**src/rtl/otter_pipe_pkg.sv**
```systemverilog
// Shared types and default parameters for the OTTER pipeline stall controller.
package otter_pipe_pkg;

  typedef enum logic [1:0] {
    RUN    = 2'd0,
    DRAIN  = 2'd1,
    HALTED = 2'd2
  } stall_state_t;

  localparam int unsigned DEF_DRAIN_CYCLES = 4;
  localparam int unsigned DEF_CNT_W        = 16;

endpackage

```
**src/rtl/pipeline_stall_ctrl_sat_counter.sv**
```systemverilog
// Saturating event counter with synchronous clear taking priority over increment.
module sat_counter #(
  parameter int unsigned W = 16
) (
  input  logic         CLK,
  input  logic         RST_N,
  input  logic         clr,
  input  logic         inc,
  output logic [W-1:0] q
);

  localparam logic [W-1:0] MAX = {W{1'b1}};

  logic [W-1:0] cnt_q;
  logic [W-1:0] cnt_d;

  always_comb begin
    cnt_d = cnt_q;
    if (clr) begin
      cnt_d = '0;
    end else if (inc && (cnt_q != MAX)) begin
      cnt_d = cnt_q + W'(1);
    end
  end

  always_ff @(posedge CLK or negedge RST_N) begin
    if (!RST_N) begin
      cnt_q <= '0;
    end else begin
      cnt_q <= cnt_d;
    end
  end

  assign q = cnt_q;

endmodule

```
**src/rtl/pipeline_stall_ctrl.sv**
```systemverilog
// Resolves freeze/redirect/load-use/fetch-wait priority into pipeline write and
// bubble controls, and runs the debug halt/drain state machine.
module pipeline_stall_ctrl
  import otter_pipe_pkg::*;
#(
  parameter int unsigned DRAIN_CYCLES = DEF_DRAIN_CYCLES,
  parameter int unsigned CNT_W        = DEF_CNT_W
) (
  input  logic             CLK,
  input  logic             RST_N,
  input  logic             load_use,
  input  logic             br_taken,
  input  logic             imem_busy,
  input  logic             dmem_busy,
  input  logic             halt_req,
  input  logic             clr_cnt,
  output logic             PC_write,
  output logic             if_de_write,
  output logic             de_ex_write,
  output logic             ex_mem_write,
  output logic             mem_wb_write,
  output logic             if_de_flush,
  output logic             de_ex_flush,
  output logic             halted,
  output logic [CNT_W-1:0] stall_cnt,
  output logic [CNT_W-1:0] flush_cnt
);

  localparam int unsigned DW = $clog2(DRAIN_CYCLES + 1);

  stall_state_t state_q, state_d;
  logic [DW-1:0] drain_q, drain_d;
  logic          halted_q;
  logic          stall_inc, flush_inc, cnt_clr;

  always_ff @(posedge CLK or negedge RST_N) begin
    if (!RST_N) begin
      state_q  <= RUN;
      drain_q  <= DW'(DRAIN_CYCLES);
      halted_q <= 1'b0;
    end else begin
      state_q  <= state_d;
      drain_q  <= drain_d;
      halted_q <= (state_d == HALTED);
    end
  end

  // Outputs stay low while reset is held or memory freezes the whole pipe.
  always_comb begin
    state_d      = state_q;
    drain_d      = drain_q;
    PC_write     = 1'b0;
    if_de_write  = 1'b0;
    de_ex_write  = 1'b0;
    ex_mem_write = 1'b0;
    mem_wb_write = 1'b0;
    if_de_flush  = 1'b0;
    de_ex_flush  = 1'b0;
    stall_inc    = 1'b0;
    flush_inc    = 1'b0;

    if (RST_N && !dmem_busy) begin
      unique case (state_q)
        RUN: begin
          if (halt_req) begin
            state_d = DRAIN;
            drain_d = DW'(DRAIN_CYCLES);
          end
        end
        DRAIN: begin
          // A load-use bubble does not advance the drain; a redirect does.
          if (!(load_use && !br_taken)) begin
            drain_d = drain_q - DW'(1);
            if (drain_q == DW'(1)) begin
              state_d = HALTED;
            end
          end
        end
        HALTED: begin
          if (!halt_req) begin
            state_d = RUN;
          end
        end
        default: state_d = RUN;
      endcase

      if (state_q != HALTED) begin
        ex_mem_write = 1'b1;
        mem_wb_write = 1'b1;
        de_ex_write  = 1'b1;
        if (br_taken) begin
          PC_write    = 1'b1;
          if_de_write = 1'b1;
          if_de_flush = 1'b1;
          de_ex_flush = 1'b1;
          flush_inc   = 1'b1;
        end else if (load_use) begin
          de_ex_flush = 1'b1;
          stall_inc   = 1'b1;
        end else if (imem_busy || (state_q == DRAIN)) begin
          if_de_write = 1'b1;
          if_de_flush = 1'b1;
        end else begin
          PC_write    = 1'b1;
          if_de_write = 1'b1;
        end
      end
    end
  end

  assign cnt_clr = clr_cnt && !dmem_busy;
  assign halted  = halted_q;

  sat_counter #(.W(CNT_W)) u_stall_cnt (
    .CLK   (CLK),
    .RST_N (RST_N),
    .clr   (cnt_clr),
    .inc   (stall_inc),
    .q     (stall_cnt)
  );

  sat_counter #(.W(CNT_W)) u_flush_cnt (
    .CLK   (CLK),
    .RST_N (RST_N),
    .clr   (cnt_clr),
    .inc   (flush_inc),
    .q     (flush_cnt)
  );

endmodule

```
**config.mk**
```make
export PLATFORM = sky130hd
export DESIGN_NAME = pipeline_stall_ctrl
export DESIGN_NICKNAME = d
export VERILOG_FILES = /design/src/rtl/otter_pipe_pkg.sv /design/src/rtl/pipeline_stall_ctrl_sat_counter.sv /design/src/rtl/pipeline_stall_ctrl.sv
export SDC_FILE = /design/constraint.sdc
export NUM_CORES = 1
export LEC_CHECK = 0
export CAP_MARGIN = 20
export CELL_PAD_IN_SITES_DETAIL_PLACEMENT = 2
export CELL_PAD_IN_SITES_GLOBAL_PLACEMENT = 2
export CORE_MARGIN = 2
export CORE_UTILIZATION = 41
export CTS_CLUSTER_SIZE = 12
export DETAILED_ROUTE_END_ITERATION = 10
export DONT_BUFFER_PORTS = 1
export GPL_TIMING_DRIVEN = 0
export PLACE_DENSITY = 0.89
export SLEW_MARGIN = 15
export SYNTH_ARGS = -nofsm -noshare
export SYNTH_HDL_FRONTEND = slang
export SYNTH_SLANG_ARGS = --single-unit
```
**constraint.sdc**
```tcl
create_clock -name CLK -period 4.45 [get_ports CLK]
set_clock_uncertainty 0.15 [all_clocks]
set_input_delay 0.445 -clock CLK [delete_from_list [all_inputs] [get_ports CLK]]
set_output_delay 0.445 -clock CLK [all_outputs]
set_load 0.02 [all_outputs]
```
## Yosys cells after proc, flatten, opt, wreduce, memory -nomap -nowiden

Index checks and enable logic that the tools add are counted.

| cells by class | value |
|---|---|
| $add $sub $neg | 3 |
| equal/unequal tests | 9 |
| mux-type cells | 39 |
| reduce and logical (&&, ||, !) cells | 13 |

Operators by type and width:

| operator | number |
|---|---|
| 16-bit two-way mux | 4 |
| 16-bit by 1-bit adder with 16-bit output, second input constant | 2 |
| 16-bit inequality test, second input constant | 2 |
| 1-bit two-way mux | 26 |
| 2-bit two-way mux | 5 |
| 3-bit two-way mux | 2 |
| 2-bit inequality test, second input constant | 3 |
| 2-bit case mux with 3 select lines | 1 |
| 3-bit case mux with 2 select lines | 1 |
| 2-bit nonzero test | 3 |
| 1-bit logical AND | 5 |
| 2-bit equality test, second input constant | 2 |
| 4-bit AND reduction | 1 |
| 3-bit by 1-bit equality test with 1-bit output, second input constant | 1 |
| 3-bit by 1-bit subtractor with 3-bit output, second input constant | 1 |
| 2-bit by 1-bit equality test with 1-bit output, second input constant | 1 |
| 1-bit logical NOT | 2 |
| 2-bit logical NOT | 1 |
| 1-bit logical OR | 1 |

| storage, ports and cells | value |
|---|---|
| register bits after elaboration | 38 |
| bits of input ports | 8 |
| output and inout port bits | 40 |
| logic and storage cells | 69 |

## Logic depth before layout (Yosys ltp)

Gate-level depths: netlist of run 1.

| depth | value |
|---|---|
| word-level depth | 7 |
| gate-level depth with buffers | 7 |
| gate-level depth less buffers | 5 |

## Cells and area by module

A second synthesis of run 1 with hierarchy kept.

| unflattened totals | value |
|---|---|
| cell total of the unflattened synthesis | 250 |
| area, all modules | 2338.5 um^2 |

Modules (own cells, without submodules):

| module | instances | cells each | area an instance (um^2) | sequential area each (um^2) |
|---|---|---|---|---|
| sat_counter | 2 | 98 | 942.2 | 400.4 |
| pipeline_stall_ctrl | 1 | 54 | 454.2 | 151.4 |

## Worst setup path before layout of run 1

OpenSTA, ideal clock, no wires.

| path | value |
|---|---|
| kind | flip-flop to flip-flop |
| start | register u_flush_cnt.cnt_q[0] (netlist: u_flush_cnt.q[0]) |
| end | register u_flush_cnt.cnt_q[8] (netlist: u_flush_cnt.q[8]) |
| library setup time | 0.078 ns |
| data arrival time | 1.732 ns |
| data required time | 4.222 ns |
| setup slack | 2.490 ns |
| stages on the path, launching flop included | 6 |
| path buffers | 0 |
| clock period less this slack | 1.960 ns |
| cells stage by stage | dfrtp_1 -> ha_1 -> nand3_1 -> nand2b_1 -> or4_1 -> a21oi_1 |

| on the way | value |
|---|---|
| cells in the longest elaborated chain, start to end | 3 |
| elaborated cells on any way between the ends | 6 |
| classes of those cells | 1 x add/sub; 1 x eq/ne; 2 x mux; 2 x reduce/logical |

RTL lines:

| what | line | text |
|---|---|---|
| from (decl) | pipeline_stall_ctrl_sat_counter.sv:14 | `logic [W-1:0] cnt_q;` |
| from (signal assigned) | pipeline_stall_ctrl_sat_counter.sv:30 | `cnt_q <= cnt_d;` |
| 16-bit by 1-bit adder with 16-bit output / 16-bit inequality test (equally long branches) | pipeline_stall_ctrl_sat_counter.sv:22, pipeline_stall_ctrl_sat_counter.sv:21 |  |
| 16-bit two-way mux / 1-bit logical AND (equally long branches) | pipeline_stall_ctrl_sat_counter.sv:21 | `end else if (inc && (cnt_q != MAX)) begin` |
| 16-bit two-way mux / 2-bit nonzero test (equally long branches) | -- |  |

Parallel ways exist; a longest one is shown, timed or not. The select of a mux whose other input is x is not followed.
A chain may end at the register's enable or synchronous reset.

## Worst setup path after layout of run 1

| path | value |
|---|---|
| start | register u_stall_cnt.cnt_q[0] (netlist: u_stall_cnt.q[0]) |
| end | register u_stall_cnt.cnt_q[12] (netlist: u_stall_cnt.q[12]) |

| on the way | value |
|---|---|
| cells in the longest elaborated chain, start to end | 3 |
| elaborated cells on any way between the ends | 6 |
| classes of those cells | 1 x add/sub; 1 x eq/ne; 2 x mux; 2 x reduce/logical |

RTL lines:

| what | line |
|---|---|
| from (decl) | pipeline_stall_ctrl_sat_counter.sv:14 |
| from (signal assigned) | pipeline_stall_ctrl_sat_counter.sv:30 |
| 16-bit by 1-bit adder with 16-bit output / 16-bit inequality test (equally long branches) | pipeline_stall_ctrl_sat_counter.sv:22, pipeline_stall_ctrl_sat_counter.sv:21 |
| 16-bit two-way mux / 1-bit logical AND (equally long branches) | pipeline_stall_ctrl_sat_counter.sv:21 |
| 16-bit two-way mux / 2-bit nonzero test (equally long branches) | -- |

Parallel ways exist; a longest one is shown, timed or not. The select of a mux whose other input is x is not followed.

==> results of run 1 <==
==> repair_timing <==
action,in CTS,in global routing
buffers inserted,0,0
endpoints found under the hold margin,38,0
hold buffers,2,0
==> Yosys cell counts (5+ instances only) <==
cell type  instances  area [um2]
or3_1              6       37.54
or4_1              8       60.06
dfrtp_1           37       925.9
nand3_1           13       65.06
and3_1             6       37.54
o21ai_0           11       55.05
o31ai_1            9       67.56
nand2_1           26       97.59
nor4_1            13       81.33
nor2_1            19       71.32
buf_2              5       25.02
mux2i_1           11       110.1
inv_1              8       30.03
a21oi_1           19       95.09
nand2b_1          15       93.84
nand4_1            8       50.05
==> worst max-delay path, stage by stage (launching register included) <==
cell and delay (ps):
dfrtp_1 530, ha_1 300, nand4_1 180, nor4_2 470
buf_2 320, o311ai_0 190, o41ai_1 130
==> state kept, by name (all words and copies together) (netlist names) <==
signal         count
drain_q            3
halted             1
state_q            2
u_flush_cnt.q     16
u_stall_cnt.q     16
==> how the worst max path moves through the flow <==
stage / startpoint / to / slack [ps] / cells after the start
after floorplan: u_flush_cnt.q[0] / u_flush_cnt.q[8] / 2490 / 5
after global placement: u_stall_cnt.q[0] / u_stall_cnt.q[11] / 2220 / 6
after detailed placement: u_stall_cnt.q[0] / u_stall_cnt.q[12] / 2090 / 6
after CTS: u_stall_cnt.q[0] / u_stall_cnt.q[12] / 2080 / 6
after global routing: u_flush_cnt.q[0] / u_flush_cnt.q[7] / 1920 / 5
final: u_stall_cnt.q[0] / u_stall_cnt.q[12] / 2060 / 6
==> power by group through the flow <==
| stage | logic, uW | registers [uW] | clock network, uW |
|---|---|---|---|
| floorplan | 125 | 396 | 0 |
| global placement | 150 | 400 | 0 |
| detailed placement | 165 | 404 | 0 |
| CTS | 177 | 397 | 261 |
| global route | 202 | 402 | 278 |
| finish | 174 | 396 | 258 |
==> metrics by stage <==
step	instance area, um2	util [%]	total power [uW]	worst slack, ps
finish	2614	46.89	827.9	2058
global route	2614	46.89	882.3	1917
CTS	2614	46.89	834.8	2081
detailed placement	2492	44.71	568.5	2091
global placement	2492	44.71	549.8	2218
floorplan	2402	-	521.9	2490
==> layout make-up <==
class / count / area share (%)
plain buffers: 14 / 2.968
clock buffers: 7 / 3.303
clock inverters: 1 / 0.1915
inverters: 8 / 1.149
multi-input cells: 207 / 51.36
flip-flops and latches: 38 / 36.43
well taps: 72 / 3.447
repair buffers: 2 / 1.149
==> kinds of logic after synthesis <==
logic type,after synthesis,share of synthesized area [%]
compound gates,59,15.89
fa+ha+maj,4,2.083
buf+inv,22,4.479
flops,38,39.64
mux,11,4.584
simple gates,133,33.33
==> routing by layer <==
layer  wire length (um)  vias up
li1                   -     1019
met1               3119     1139
met2               3901       39
met3                317        2
met4                 23        0
met5                  0        -
==> summary.txt, run 1 <==
Run status
  • Status: finished clean

Power and ir drop
  • Sw frac: 32.31%
  • Cell Pwr Density: 316.8 mW/mm2
  • Int Pwr: 560.4 uW
  • Worst vdd ir: 0.0001452 V
  • Leak pwr: 0.001090 uW
  • Switch Pwr: 267.5 uW
  • Comb pwr share: 21.0%
  • Sequential cell fraction of total power: 47.8%
  • Clk pwr share: 31.1%

Routing
  • Vias/cell: 6.301
  • First DRT Iteration DRCs: 114
  • Avg WL per Cell: 21.09 um
  • ANT nets after route: 0
  • Routed vias: 2,199
  • Final wirelength: 7361 um
  • Post-route DRC: 0
  • Initial DRT Pass Iterations: 4

Place
  • IO buf count: 0
  • # placed instances: 339
  • Gp weighted congestion: 0.7518
  • Detailed Place HPWL: 5248 um

Critical path
  • Critical setup path kind: reg2reg
  • CP Data Arrival Time: 2430 ps
  • CP Launch Type: register
  • CP Capture Type: register
  • R2R cell count: 6
  • CP Max Fanout: 10
  • Worst Path Required: 4480 ps
  • Reg2Reg Setup Slack: 2060 ps
  • Crit Reg-Reg Startpoint: u_stall_cnt.q[0]
  • Reg2reg end: u_stall_cnt.q[12]

Global route
  • GR Layer Usage met1: 29.88%
  • Vias in the first global route: 2,376
  • Met3 GRT Util: 5.955%
  • Met2 Use GR: 43.50%
  • First-pass GRT wire length: 12,340 um
  • GR Overflow Total: 0
  • Busiest grt layer: met2
  • Largest net degree at the start of global routing: 39
  • Antenna violations before repair: 0
  • Total track usage: 24.78%

Finish
  • Finished Layout Cells: 349
  • FILL cells: 618
  • Multi-input logic area: 0.001343 mm2
  • Area Growth Syn to Fin: 8.802%
  • Layout cell share with drive strength beyond 1: 10.11%
  • Diode count: 0
  • Commonest cells after routing, fill and taps aside: dfrtp_1 (37), nand2_1 (26), a21oi_1 (19), nor2_1 (19), nand2b_1 (15)
  • Final #Nets: 288
  • Most common cell after layout, fill and taps aside: dfrtp_1
  • FF+latch area: 952.2 um2

Timing
  • Max_slew headroom: 51.46%
  • Slew Viols, Final: 0
  • Setup violators final: 0
  • Unrepaired setup endpoints after global routing: false
  • Setup TNS: 0 ps
  • Final period util: 53.75%
  • Fmax: 418.1 MHz
  • Final hold vios: 0
  • Minimum clock period: 2392 ps
  • Fin Hold WS: 160.3 ps
  • Slew @ Worst Pin: 721.9 ps

Logic synthesis
  • Yosys warning count: 0
  • Most used DFF post-synth: dfrtp_1
  • Yosys reg bits: 38
  • Syn Inst Count: 267
  • FFs w/ async S/R, synth: 100.0%
  • Synth Cell Area: 0.002402 mm2
  • Syn Area/Cell: 8.997 um2
  • Post-synthesis sequential area ratio: 39.64%
  • Post-synth EDFFs: 0
  • Post-synth cell types: 46
  • Synthesized Nets: 279

Hold path
  • Hold Path Stages: 2
  • Hold Path End: halted
  • Hold Startpoint: halt_req
  • Worst Hold Class: in2reg

Die
  • Area of the die: 0.006488 mm2
  • Die Ht: 80.55 um
  • Starting Density: 43.10%
  • Die X: 80.55 um
  • Core outline area: 0.005574 mm2
  • Io pins: 48
  • Row cnt: 27

CTS
  • Clk sinks: 38
  • Clk slew on worst S/H paths: 80 ps
  • CTS Root Cell: clkbuf_8
  • Skew-Pair Late Insertion Delay: 300 ps
  • CTS tree: built
  • Bufs on Longest Clock Path: 2
  • Post_cts resized: 0
  • CTS buffer count: 5
  • Htree depth: 2

Job
  • Max-cap viol count: 0
Note: power is estimated with default switching activity, not from simulation.
==> run 2, diff against run 1 <==
--- a/config.mk
+++ b/config.mk
@@ -5,16 +5,17 @@
 export SDC_FILE = /design/constraint.sdc
 export NUM_CORES = 1
 export LEC_CHECK = 0
+export ABC_AREA = 1
 export CAP_MARGIN = 20
 export CELL_PAD_IN_SITES_DETAIL_PLACEMENT = 2
 export CELL_PAD_IN_SITES_GLOBAL_PLACEMENT = 2
 export CORE_MARGIN = 2
-export CORE_UTILIZATION = 41
+export CORE_UTILIZATION = 31
 export CTS_CLUSTER_SIZE = 12
 export DETAILED_ROUTE_END_ITERATION = 10
 export DONT_BUFFER_PORTS = 1
 export GPL_TIMING_DRIVEN = 0
-export PLACE_DENSITY = 0.89
+export PLACE_DENSITY = 0.8
 export SLEW_MARGIN = 15
 export SYNTH_ARGS = -nofsm -noshare
 export SYNTH_HDL_FRONTEND = slang
==> constraint.sdc (replaced) <==
create_clock -name CLK -period 2.1 [get_ports CLK]
set_clock_uncertainty 0.15 [all_clocks]
set_input_delay 0.21 -clock CLK [delete_from_list [all_inputs] [get_ports CLK]]
set_output_delay 0.21 -clock CLK [all_outputs]
set_load 0.02 [all_outputs]
==> summary.txt, run 2 <==
CTS
  • Bufs on Longest Clock Path: 2
  • Skew-Pair Late Insertion Delay: 300 ps
  • CTS buffer count: 5
  • CTS Root Cell: clkbuf_8
  • Clk slew on worst S/H paths: 80 ps
  • Clk sinks: 38
  • CTS tree: built
  • Htree depth: 2

Critical path
  • CP Launch Type: register
  • Critical setup path kind: reg2reg
  • Worst Path Required: 2190 ps
  • CP Max Fanout: 10
  • CP Capture Type: register
  • CP Data Arrival Time: 2080 ps

Finish
  • FILL cells: 935
  • Finished Layout Cells: 464
  • Area Growth Syn to Fin: 12.22%
  • Multi-input logic area: 0.001341 mm2
  • Post-layout util: 35.73%
  • FF+latch area: 958.4 um2
  • Most common cell after layout, fill and taps aside: nand2_1
  • Commonest cells after routing, fill and taps aside: nand2_1 (119), nor2_1 (54), dfrtp_1 (32)
  • Layout cell share with drive strength beyond 1: 12.43%
  • Final #Nets: 373
  • Diode count: 0

Logic synthesis
  • Yosys warning count: 0
  • Post-synth cell types: 24
  • Yosys reg bits: 38
  • Top-count cell post-synth: nand2_1
  • Synth Cell Area: 0.002447 mm2
  • Post-synth EDFFs: 0
  • Syn Inst Count: 352
  • Post-synth top area share: 37.83%
  • Synth area leader: dfrtp_1
  • Synthesized Nets: 364
  • Post-synthesis sequential area ratio: 38.91%
  • Top post-synthesis cells by area: dfrtp_1 (38%), nand2_1 (18%), nor2_1 (8.6%)
  • Synth top cells by count: nand2_1 (119), nor2_1 (56), dfrtp_1 (37)
  • Most used DFF post-synth: dfrtp_1
  • FFs w/ async S/R, synth: 100.0%
  • Syn Area/Cell: 6.953 um2

Power and ir drop
  • Switch Pwr: 565.8 uW
  • Worst vdd ir: 0.0001977 V
  • Int Pwr: 1227 uW
  • Comb pwr share: 15.2%
  • Leak pwr: 0.001239 uW
  • Clk pwr share: 35.9%
  • Sequential cell fraction of total power: 48.9%
  • Cell Pwr Density: 652.9 mW/mm2
  • Pwr Total: 1793 uW
  • Sw frac: 31.55%

Routing
  • Final wirelength: 7856 um
  • First DRT Iteration DRCs: 50
  • Initial DRT Pass Iterations: 4
  • Routed vias: 2,369
  • Avg WL per Cell: 16.93 um
  • Vias/cell: 5.106
  • ANT nets after route: 0
  • Post-route DRC: 0

Hold path
  • Worst Hold Class: in2reg

Global route
  • First-pass GRT wire length: 13,310 um
  • GR Overflow Total: 0
  • Vias in the first global route: 2,658
  • Largest net degree at the start of global routing: 39
  • Antenna violations before repair: 0
  • Total track usage: 19.75%

Job
  • Max-cap viol count: 0

Timing
  • Unrepaired setup endpoints after global routing: false
  • Final period util: 94.49%
  • Fmax: 504.0 MHz
  • Final hold vios: 0
  • Fin Hold WS: 26.76 ps
  • Setup violators final: 0
  • Minimum clock period: 1984 ps
  • Slew Viols, Final: 0
  • Setup TNS: 0 ps
  • Slew @ Worst Pin: 635.3 ps
  • Max_slew headroom: 57.64%

Place
  • IO buf count: 0
  • Gp weighted congestion: 0.7590
  • # placed instances: 454
  • Detailed Place HPWL: 5803 um

Die
  • Io pins: 48
  • Die X: 92.85 um
  • Core outline area: 0.007687 mm2
  • Row cnt: 32
  • Area of the die: 0.008621 mm2
  • Die Ht: 92.85 um
  • Starting Density: 31.84%

Run status
  • Status: finished clean
## run 2: layout make-up
cell class	instances	share of cell area, %
clock inverters	3	1.458
clock buffers	5	2.506
plain buffers	8	2.050
repair buffers	2	1.093
inverters	33	4.510
multi-input cells	273	48.84
flip-flops and latches	38	34.90
well taps	102	4.647
## run 2: kinds of logic after synthesis
group,share of synthesized area (%)
adders and majority gates,2.045
and+or+nand+nor,42.69
AOI/OAI and AO/OA,4.703
buffers and inverters,7.362
xor gates and xnor gates,4.294
DFF,38.91
## run 2: worst max-delay path, stage by stage (launching register included)
cell and delay, ps:
dfrtp_1 560, nand2_1 140, nor2_1 240, nand2_2 140, nor2_4 180, nor2_4 70
nor2_4 100, buf_4 200, nand2_1 70, nand2_1 70
## run 2: path summary, 6_finish.rpt
check                                  from               end  slack (ps)  depth (start not counted)
min in group asynchronous             RST_N  u_flush_cnt.q[6]         240                          2
min                               dmem_busy        state_q[1]          30                          4
max reg2reg                u_flush_cnt.q[6]  u_flush_cnt.q[7]         120                          9
max                        u_flush_cnt.q[6]  u_flush_cnt.q[7]         120                          9
max in group asynchronous             RST_N        drain_q[2]        1280                          2
min reg2reg                      drain_q[2]        drain_q[2]         400                          2
## run 2: power groups by stage
| stage | Combinational, uW | Clock [uW] | Sequential, uW |
|---|---|---|---|
| 2_1_floorplan | 189 | 0 | 870 |
| 3_3_place_gp | 232 | 0 | 886 |
| 3_5_place_dp | 251 | 0 | 890 |
| 4_1_cts | 278 | 665 | 878 |
| 5_1_grt | 314 | 682 | 890 |
| 6_report | 272 | 644 | 877 |
## run 2: per-layer routing
| layer | GRT usage (%) | wire length [um] |
|---|---|---|
| met2 | 34.90 | 3956 |
| met5 | 0 | 0 |
| met4 | 7.843 | 151 |
| met3 | 4.312 | 322 |
| met1 | 23.13 | 3426 |
## run 2: metrics by stage
step / setup WS (ps) / cell area, um2
6_report: 115.8 / 2746
4_1_cts: 20.75 / 2725
5_1_grt: 1.281 / 2746
2_1_floorplan: 320.5 / 2447
3_5_place_dp: -20.15 / 2575
3_3_place_gp: 20.91 / 2575
## run 2: what timing repair did
action / 4_1_cts / 5_1_grt
endpoints found under the setup margin: 23 / 24
pin swaps: 0 / 0
hold endpoints to repair: 38 / 0
hold buffers: 2 / 0
cloned: 0 / 0
buffers inserted: 0 / 0
gates resized for setup: 7 / 6
==> run 3, diff against run 2 <==
--- a/config.mk
+++ b/config.mk
@@ -7,10 +7,10 @@
 export LEC_CHECK = 0
 export ABC_AREA = 1
 export CAP_MARGIN = 20
-export CELL_PAD_IN_SITES_DETAIL_PLACEMENT = 2
-export CELL_PAD_IN_SITES_GLOBAL_PLACEMENT = 2
+export CELL_PAD_IN_SITES_DETAIL_PLACEMENT = 0
+export CELL_PAD_IN_SITES_GLOBAL_PLACEMENT = 1
 export CORE_MARGIN = 2
-export CORE_UTILIZATION = 31
+export CORE_UTILIZATION = 40
 export CTS_CLUSTER_SIZE = 12
 export DETAILED_ROUTE_END_ITERATION = 10
 export DONT_BUFFER_PORTS = 1
==> summary.txt, run 3 (synthesis gave the netlist of run 2 again) <==
Run status
  • Status: finished clean

CTS
  • Bufs on Longest Clock Path: 2
  • CTS Root Cell: clkbuf_8
  • CTS buffer count: 5
  • Clk slew on worst S/H paths: 80 ps
  • Htree depth: 2
  • Clk sinks: 38
  • CTS tree: built
  • Skew-Pair Late Insertion Delay: 290 ps

Place
  • Detailed Place HPWL: 4343 um
  • Pre-CTS WS: 52.42 ps
  • IO buf count: 0
  • Gp weighted congestion: 0.7674

Critical path
  • Slowest stage delay, CP: 470 ps
  • Slowest CP cell: dfrtp_2
  • CP startpoint: u_flush_cnt.q[0]
  • CP Max Fanout: 10
  • CP Data Arrival Time: 1980 ps
  • Worst Path Required: 2130 ps
  • CP cell instances: ha_1 > nand3_1 > inv_1 > nand2_2 > nor2_4 > nor2_4 > nor2_4 > buf_4 > nand2_1 > nand2_1
  • CP Launch Type: register
  • Crit Reg-Reg Startpoint: u_flush_cnt.q[0]
  • Critical setup path kind: reg2reg
  • Most repeated library cell on the critical path: nor2_4
  • CP Capture Type: register

Routing
  • Post-route DRC: 0
  • Initial DRT Pass Iterations: 4
  • Vias/cell: 5.117
  • First DRT Iteration DRCs: 126
  • Routed vias: 2,236
  • Avg WL per Cell: 13.71 um
  • Final wirelength: 5991 um
  • ANT nets after route: 0

Finish
  • Area Growth Syn to Fin: 9.305%
  • Diode count: 0
  • Layout cell share with drive strength beyond 1: 10.50%
  • Most common cell after layout, fill and taps aside: nand2_1
  • Final #Nets: 373
  • FILL cells: 620
  • Commonest cells after routing, fill and taps aside: nand2_1 (119), nor2_1 (55), dfrtp_1 (33)

Timing
  • Unrepaired setup endpoints after global routing: false
  • Fin Hold WS: 41.73 ps
  • Fmax: 515.0 MHz
  • Slew Viols, Final: 0
  • Minimum clock period: 1942 ps
  • Final period util: 92.46%
  • Slew @ Worst Pin: 595.7 ps
  • Max_slew headroom: 60.29%
  • Setup TNS: 0 ps
  • Final WS setup: 158.4 ps
  • Final hold vios: 0
  • Setup violators final: 0

Die
  • Io pins: 48
  • Area of the die: 0.006760 mm2
  • Core outline area: 0.005921 mm2
  • Die X: 82.22 um
  • Die Ht: 82.22 um
  • Starting Density: 41.34%
  • Row cnt: 28

Global route
  • Met3 GRT Util: 6.522%
  • Busiest grt layer: met2
  • Antenna violations before repair: 0
  • Largest net degree at the start of global routing: 39
  • GR Layer Usage met1: 25.82%
  • GR Overflow Total: 0
  • Met2 Use GR: 30.89%
  • First-pass GRT wire length: 10,140 um
  • Total track usage: 19.55%
  • Vias in the first global route: 2,141

Power and ir drop
  • Cell Pwr Density: 605.4 mW/mm2
  • Worst vdd ir: 0.0003012 V
  • Leak pwr: 0.001225 uW

Hold path
  • Worst Hold Class: in2reg
  • Hold Startpoint: dmem_busy

Job
  • Max-cap viol count: 0
-- run 3: layout make-up --
cell class	count	area (um2)	share of cell area, %
multi-input cells	273	1334	49.86
inverters	33	123.9	4.630
flip-flops and latches	38	957.2	35.78
clock buffers	8	80.08	2.993
repair buffers	2	30.03	1.123
well taps	75	93.84	3.508
plain buffers	8	56.30	2.105
-- run 3: through the flow --
stage                     total power [uW]  utilization, %  instances  instance area, um2
after floorplan                       1059               -        352                2447
after global placement                1111           42.92        427                2541
after detailed placement              1116           42.92        427                2541
after CTS                             1648           44.84        437                2655
after global routing                  1735           45.18        437                2675
final                                 1619           45.18        437                2675
-- run 3: worst paths after layout --
| kind | endpoint | slack [ps] | cells past startpoint |
|---|---|---|---|
| worst max register to register | u_flush_cnt.q[7] | 160 | 10 |
| worst min register to register | drain_q[2] | 400 | 2 |
| worst min-delay path | state_q[1] | 40 | 4 |
| min in group asynchronous | u_flush_cnt.q[15] | 220 | 2 |
| max in group asynchronous | drain_q[2] | 1330 | 2 |
| worst max-delay path | u_flush_cnt.q[7] | 160 | 10 |
-- run 3: power breakdown --
part | total [uW] | leakage, uW | internal (uW) | switching (uW)
logic | 254 | 0.000675 | 87.1 | 166
registers | 874 | 0.000511 | 789 | 84.5
clock network | 492 | 0.0000395 | 236 | 256
-- run 3: repair_timing --
action,in CTS,in global routing
endpoints found under the setup margin,1,28
hold endpoints to repair,38,0
resized for setup,1,8
setup buffers,0,0
hold buffers,2,0
-- run 3: metal layers --
metal | wire length, um | vias to the layer above
met1 | 2738 | 1019
met2 | 2723 | 69
li1 | - | 1144
met3 | 484 | 4
met4 | 44 | 0
met5 | 0 | -
-- run 3: critical path, delay by kind of cell, from the launching register on --
kind / cells / cell delay, ps
adders and majority gates: 1 / 240
buffers and inverters: 2 / 300
DFF: 1 / 470
and+or+nand+nor: 7 / 670
